<file path="config.mk">
export PLATFORM = sky130hd
export DESIGN_NAME = flag_hazard_ctrl
export DESIGN_NICKNAME = d
export VERILOG_FILES = /design/src/rtl/flag_hazard_ctrl.sv
export SDC_FILE = /design/constraint.sdc
export NUM_CORES = 1
export LEC_CHECK = 0
export ABC_AREA = 1
export BUFFER_PORTS_ARGS = -buffer_cell sky130_fd_sc_hd__buf_2
export CORE_ASPECT_RATIO = 1.25
export CORE_MARGIN = 2
export CORE_UTILIZATION = 30
export CTS_BUF_LIST = sky130_fd_sc_hd__clkbuf_4
export DETAILED_ROUTE_END_ITERATION = 6
export HOLD_SLACK_MARGIN = 0.02
export PLACE_DENSITY = 0.59
export SLEW_MARGIN = 20
export SYNTH_ARGS = -nofsm -noshare
export SYNTH_HDL_FRONTEND = slang
export SYNTH_SLANG_ARGS = --single-unit
export TNS_END_PERCENT = 100
</file>
<file path="constraint.sdc">
create_clock -name clk -period 1.51 [get_ports clk]
set_clock_uncertainty 0.05 [all_clocks]
set_input_delay 0.0755 -clock clk [delete_from_list [all_inputs] [get_ports clk]]
set_output_delay 0.0755 -clock clk [all_outputs]
set_load 0.03 [all_outputs]
</file>
<file path="src/rtl/flag_hazard_ctrl.sv">
// V/Z/N condition-flag pipeline controller: tracks flag writers, commits them, and resolves branches.
// Build macro FLAG_CTRL_FWD_EN: forward MEM-stage flags to branch resolution (stall on EX writers only).
module flag_hazard_ctrl (
  input  logic       clk,
  input  logic       rst,
  input  logic       ex_valid,
  input  logic [2:0] ex_flag_mask,
  input  logic       ex_ovfl,
  input  logic       ex_zero,
  input  logic       ex_sign,
  input  logic       ex_flush,
  input  logic       pipe_stall,
  input  logic       id_br,
  input  logic [2:0] id_cond,
  output logic       flag_en,
  output logic       ovfl_wr,
  output logic       zero_wr,
  output logic       sign_wr,
  output logic       byp_ovfl,
  output logic       byp_zero,
  output logic       byp_sign,
  output logic       flag_stall,
  output logic       br_valid,
  output logic       br_taken
);

  typedef enum logic [2:0] {
    CondNe     = 3'b000,
    CondEq     = 3'b001,
    CondGt     = 3'b010,
    CondLt     = 3'b011,
    CondGte    = 3'b100,
    CondLte    = 3'b101,
    CondOvfl   = 3'b110,
    CondUncond = 3'b111
  } cond_e;

  // Flag vectors are packed {V,Z,N}: bit 2 = V, bit 1 = Z, bit 0 = N.
  logic       r_memValid;
  logic [2:0] r_memMask;
  logic [2:0] r_memFlags;
  logic       r_wbValid;
  logic [2:0] r_wbMask;
  logic [2:0] r_wbFlags;
  logic [2:0] r_shadow;

  logic [2:0] w_exFlags;
  logic       w_exEntry;
  logic [2:0] w_exHit;
  logic [2:0] w_memHit;
  logic [2:0] w_wbHit;
  logic [2:0] w_wrData;
  logic [2:0] w_hazard;
  logic [2:0] w_resolved;
  logic [2:0] w_needed;
  logic       w_taken;
  logic       w_stall;

  assign w_exFlags = {ex_ovfl, ex_zero, ex_sign};
  assign w_exEntry = ex_valid & ~ex_flush & (|ex_flag_mask);
  assign w_exHit   = (ex_valid & ~ex_flush) ? ex_flag_mask : 3'b000;
  assign w_memHit  = r_memValid ? r_memMask : 3'b000;
  assign w_wbHit   = r_wbValid ? r_wbMask : 3'b000;

  // Unwritten flags take the shadow copy so the single write strobe never corrupts them.
  assign w_wrData  = (w_wbHit & r_wbFlags) | (~w_wbHit & r_shadow);

  always_ff @(posedge clk) begin
    if (rst) begin
      r_memValid <= 1'b0;
      r_memMask  <= 3'b000;
      r_memFlags <= 3'b000;
      r_wbValid  <= 1'b0;
      r_wbMask   <= 3'b000;
      r_wbFlags  <= 3'b000;
      r_shadow   <= 3'b000;
    end else if (!pipe_stall) begin
      r_memValid <= w_exEntry;
      r_memMask  <= ex_flag_mask;
      r_memFlags <= w_exFlags;
      r_wbValid  <= r_memValid;
      r_wbMask   <= r_memMask;
      r_wbFlags  <= r_memFlags;
      if (r_wbValid) begin
        r_shadow <= w_wrData;
      end
    end
  end

`ifdef FLAG_CTRL_FWD_EN
  assign w_hazard   = w_exHit;
  assign w_resolved = (w_memHit & r_memFlags) | (~w_memHit & w_wrData);
`else
  assign w_hazard   = w_exHit | w_memHit;
  assign w_resolved = w_wrData;
`endif

  always_comb begin
    w_needed = 3'b000;
    w_taken  = 1'b0;
    case (cond_e'(id_cond))
      CondNe: begin
        w_needed = 3'b010;
        w_taken  = ~w_resolved[1];
      end
      CondEq: begin
        w_needed = 3'b010;
        w_taken  = w_resolved[1];
      end
      CondGt: begin
        w_needed = 3'b011;
        w_taken  = ~w_resolved[1] & ~w_resolved[0];
      end
      CondLt: begin
        w_needed = 3'b001;
        w_taken  = w_resolved[0];
      end
      CondGte: begin
        w_needed = 3'b011;
        w_taken  = w_resolved[1] | ~w_resolved[0];
      end
      CondLte: begin
        w_needed = 3'b011;
        w_taken  = w_resolved[1] | w_resolved[0];
      end
      CondOvfl: begin
        w_needed = 3'b100;
        w_taken  = w_resolved[2];
      end
      CondUncond: begin
        w_needed = 3'b000;
        w_taken  = 1'b1;
      end
      default: begin
        w_needed = 3'b000;
        w_taken  = 1'b0;
      end
    endcase
  end

  assign w_stall = id_br & (|(w_needed & w_hazard));

  // Every output is forced low while reset is asserted.
  assign flag_en    = ~rst & r_wbValid & ~pipe_stall;
  assign ovfl_wr    = ~rst & w_wrData[2];
  assign zero_wr    = ~rst & w_wrData[1];
  assign sign_wr    = ~rst & w_wrData[0];
  assign byp_ovfl   = ~rst & w_wbHit[2];
  assign byp_zero   = ~rst & w_wbHit[1];
  assign byp_sign   = ~rst & w_wbHit[0];
  assign flag_stall = ~rst & w_stall;
  assign br_valid   = ~rst & id_br & ~w_stall & ~pipe_stall;
  assign br_taken   = ~rst & id_br & w_taken;

endmodule
</file>
# After elaboration in Yosys (flattened, before gate mapping)
# Cells that the tools add are included.
# classes
bitwise	31
n_eq_ne	7
n_reduce_logical	6
mux	5
# ops
cell	n
1-bit bitwise AND	17
3-bit case mux with 5 select lines	1
3-bit equality test (second input constant)	4
3-bit bitwise AND	3
3-bit two-way mux	3
3-bit OR reduction	3
1-bit case mux with 8 select lines	1
3-bit by 2-bit equality test with 1-bit output (second input constant)	2
1-bit inverter	6
3-bit OR	2
3-bit by 1-bit equality test with 1-bit output (second input constant)	1
3-bit logical NOT	1
3-bit inverter	1
1-bit OR	2
2-bit AND reduction	1
2-bit OR reduction	1
# word_totals
inputBits	15
wordCells	56
ff_bits	17
out_inout_bits	10

# Logic depth before layout (Yosys ltp)
# depth
depth_word	10
mapped_depth	9

# Worst setup path after synthesis
# Ideal clock, no wire load.
# synth_timing
kind	register to output
start	register r_wbValid
end	output port br_taken
path_slack_ns	0.266
arrival_time_ns	1.119
path_stages_with_launch	9
required_time_ns	1.384
n_path_buf	1
cell_sequence	dfxtp_1 buf_6 nand2_2 nand2_2 nand2_2 nand3_1 nand2_1 nor2_2 a21oi_2
# synth_between
elab_chain_len	8
# synth_rtl
item	line	rtl
start, declared	42	logic r_wbValid;
start signal, assigned	81	r_wbValid <= r_memValid;
3-bit two-way mux *	63	assign w_wbHit = r_wbValid ? r_wbMask : 3'b000;
3-bit inverter	66	assign w_wrData = (w_wbHit & r_wbFlags) | (~w_wbHit & r_shadow);
3-bit bitwise AND	66	
3-bit OR *	66	
1-bit inverter, on equally long branches	112, 120, 104	
1-bit OR / 1-bit bitwise AND (equally long branches)	120, 112	
1-bit case mux with 8 select lines *	101	case (cond_e'(id_cond))
1-bit bitwise AND *	153	assign br_taken = ~rst & id_br & w_taken;
end, declared	24	output logic br_taken
# Mark *: on every way between the ends. The rest lies on a longest branch, timed or not.

# Final worst setup path
# Same ends and word-level chain as after synthesis.

==> impl_metrics.toml <==
[final_layout]
fraction_of_layout_instances_using_a_drive_strength_above_1_pct = 32.6
layout.core_utilization_pct = 42.8
design_area_um2 = 1270
num-nets-final = 197
synthToLayoutAreaGrowth_pct = 35.9
num_antenna_cells = 0

[synthesis]
post-synth-top-area-fraction_pct = 36.3
synth.distinct_cells = 18
synthesis.area_um2 = 937
netlist_top_cells_area = "dfxtp_1, nor2_1, nand2_1, o21ai_0, nand3_1"
post_synth.cell_area_avg_um2 = 6.38
dominantRegCellSynth = "dfxtp_1"
synth.ff_latch_count = 17
synth_commonest_cells = "nor2_1, nand2_1, dfxtp_1"
synth_most_common_cell = "nor2_1"
synthesis.instances = 147
sequential_element_share_of_the_synthesized_area_pct = 36.3
synth_top_cell_by_area = "dfxtp_1"
ys.warnings.count = 0
postSynthNetCount = 162
synth_edf_count = 0
postSynth.asyncResetShare_pct = 0

[worst_setup_path]
required_ps = 1380
slowest_stage = "dfxtp_4"
cp_max_fo = 5
worstSetupStartpointType = "flop"
timing.critical_path.mode_cell = "buf_6"
crit_arrival_ps = 1480
crit_type = "reg -> out"
critPathMaxStageDelay_ps = 410
timing.critical_path.to_type = "primary output"
timing.critical_path.cells = "buf_6 -> nand3_4 -> nand2_4 -> nand3_2 -> nand2_2 -> nor2_2 -> a21oi_2 -> buf_6"

[status]
run_status = "complete, but fails checks"
failed_checks = "setup timing"

[timing]
fin_crit_sh_pct = 106
slew_headroom_pct = 84.0
rsz0062_at_grt = "true"
timing_worst_slew_pin_value_ps = 240
timing.final.setup_violations = 1
timing.fmax_ghz = 0.623
hold_violations = 0
final.setup.tns_ps = -94.0
min_period_ps = 1600
slew_viol_final = 0
post-route-worst-setup-slack_ps = -94.0

[clocking]
cts.sinks = 17
cts_tree = "yes"
clk_pin_slew_ps = 110
cts.path.max_buffers = 2
cts.root.buffer_cell = "clkbuf_4"
worst_skew_pair.late_latency_ps = 280
cts_made_buffers = 3
cts.htree.levels = 1

[routing]
drt_iter0_markers = 14
pre_antenna_drt_iters = 4
detailed_route_via_count = 991
vias_per_cell = 4.57
routed_wl_per_cell_um = 10.3
detail_route.drc_violations = 0
antenna_violating_nets_post_route = 0
detail_route.wirelength_um = 2240

[pwr]
seqPwrFrac_pct = 52.1
total_switching_power_mw = 0.296
pwr_density_cell_nw_per_um2 = 756
vdd_ir_drop_max_mv = 0.415
power.share.switching_pct = 30.7
internal_power_mw = 0.667
fin_total_pwr_mw = 0.963
share_comb_of_total_power_pct = 22.3
static-leakage-power_nw = 0.629
clock_power_share_pct = 25.6

[floorplanning]
ioPinCount = 25
rows = 22
die_h_um = 66.5
chipWidth_um = 54.0
initial_core_util_pct = 31.5
fp.coreArea_um2 = 2970
die_area_um2 = 3590

[place]
place.gp.congestion = 0.764
detailedPlace.worstSlack_ps = 72.2
dp_hpwl_um = 1580
buffer_ports.inserted = 24
dpl_cell_area_um2 = 1070

[grt]
total_grt_usage_pct = 13.3
antenna_found_initial = 0
grt_overflow = 0
wire_length_of_the_first_global_routing_pass_um = 3610
grt_pass1_vias = 906
pin_count_of_the_biggest_net_entering_global_routing = 18

[hold_path]
timing.hold.worst.class = "in -> reg"

[flow_run]
cap_viol_max_count = 0
==> worst max-delay path: cells and delay by family (launching register included) <==
| family | cells | cell delay (ps) |
|---|---|---|
| flip-flops | 1 | 410 |
| AO/OA/AOI/OAI | 1 | 130 |
| buffers and inverters | 2 | 260 |
| AND/OR/NAND/NOR | 5 | 360 |
==> registers in the layout (all words and copies together), names as in the netlist <==
signal / cells
r_memFlags: 3
r_memMask: 3
r_memValid: 1
r_shadow: 3
r_wbFlags: 3
r_wbMask: 3
r_wbValid: 1
==> through the flow <==
stage / std cells / hold slack [ps]
floorplan: 147 / 160
global placement: 202 / 253
detailed placement: 202 / 258
CTS: 211 / 23.6
global route: 217 / 57.6
finish: 217 / 31.2
==> kinds of logic after synthesis <==
| group | Yosys count | synth area share, % |
|---|---|---|
| and+or+nand+nor | 85 | 40.2 |
| DFF | 17 | 36.3 |
| buffers and inverters | 19 | 8.95 |
| AOI/OAI and AO/OA | 26 | 14.6 |
==> power by group through the flow <==
stage | registers (mW) | logic (mW) | clock network (mW)
final | 0.502 | 0.215 | 0.246
after global routing | 0.507 | 0.242 | 0.279
after CTS | 0.501 | 0.182 | 0.258
after detailed placement | 0.512 | 0.170 | 0
after global placement | 0.511 | 0.168 | 0
after floorplan | 0.502 | 0.130 | 0
==> what timing repair did <==
| action | CTS | global route |
|---|---|---|
| setup buffers | 0 | 6 |
| gates cloned | 0 | 0 |
| gates resized for setup | 5 | 25 |
| setup endpoints to repair | 4 | 2 |
| hold buffers | 5 | 0 |
| pin swaps | 0 | 6 |
| endpoints found under the hold margin | 5 | 0 |
==> layout make-up <==
cell class / count / area [um2]
Fill cell: 316 / 1700
Multi-Input combinational cell: 111 / 561
Sequential cell: 17 / 348
Timing Repair Buffer: 35 / 240
Inverter: 14 / 52.6
Tap cell: 36 / 45.0
Clock buffer: 3 / 22.5
Clock inverter: 1 / 5.00
==> layout by cell type (no fill, tap or decap), drive strengths merged <==
cell	Yosys	layout
nand3	12	12
inv	14	14
a21oi	7	7
o31ai	1	1
dfxtp	17	17
clkbuf	0	3
buf	5	30
nor2	38	38
clkinv	0	1
nand2	34	34
o21ai	18	18
and2	1	1
dlygate4sd3	0	5
==> final timing paths <==
path                         startpoint                    endpoint  slack (ps)  cells after the start
max              r_wbValid$_SDFFE_PP0N_                    br_taken         -90                      8
min                     ex_flag_mask[1]   r_memMask[1]$_SDFFE_PP0N_          30                      3
max reg2reg      r_wbValid$_SDFFE_PP0N_    r_shadow[1]$_SDFFE_PP0P_         470                      5
min reg2reg  r_memFlags[0]$_SDFFE_PP0N_  r_memFlags[0]$_SDFFE_PP0N_         430                      2
==> layer usage <==
layer / share of wire (%) / up-vias / global-route usage (%)
li1: - / 533 / -
met1: 44 / 437 / 15.4
met2: 51 / 19 / 23.2
met3: 3.7 / 2 / 2.02
met4: 1.2 / 0 / 6.56
met5: 0 / - / 0
Power figures use the tool's default switching activity.
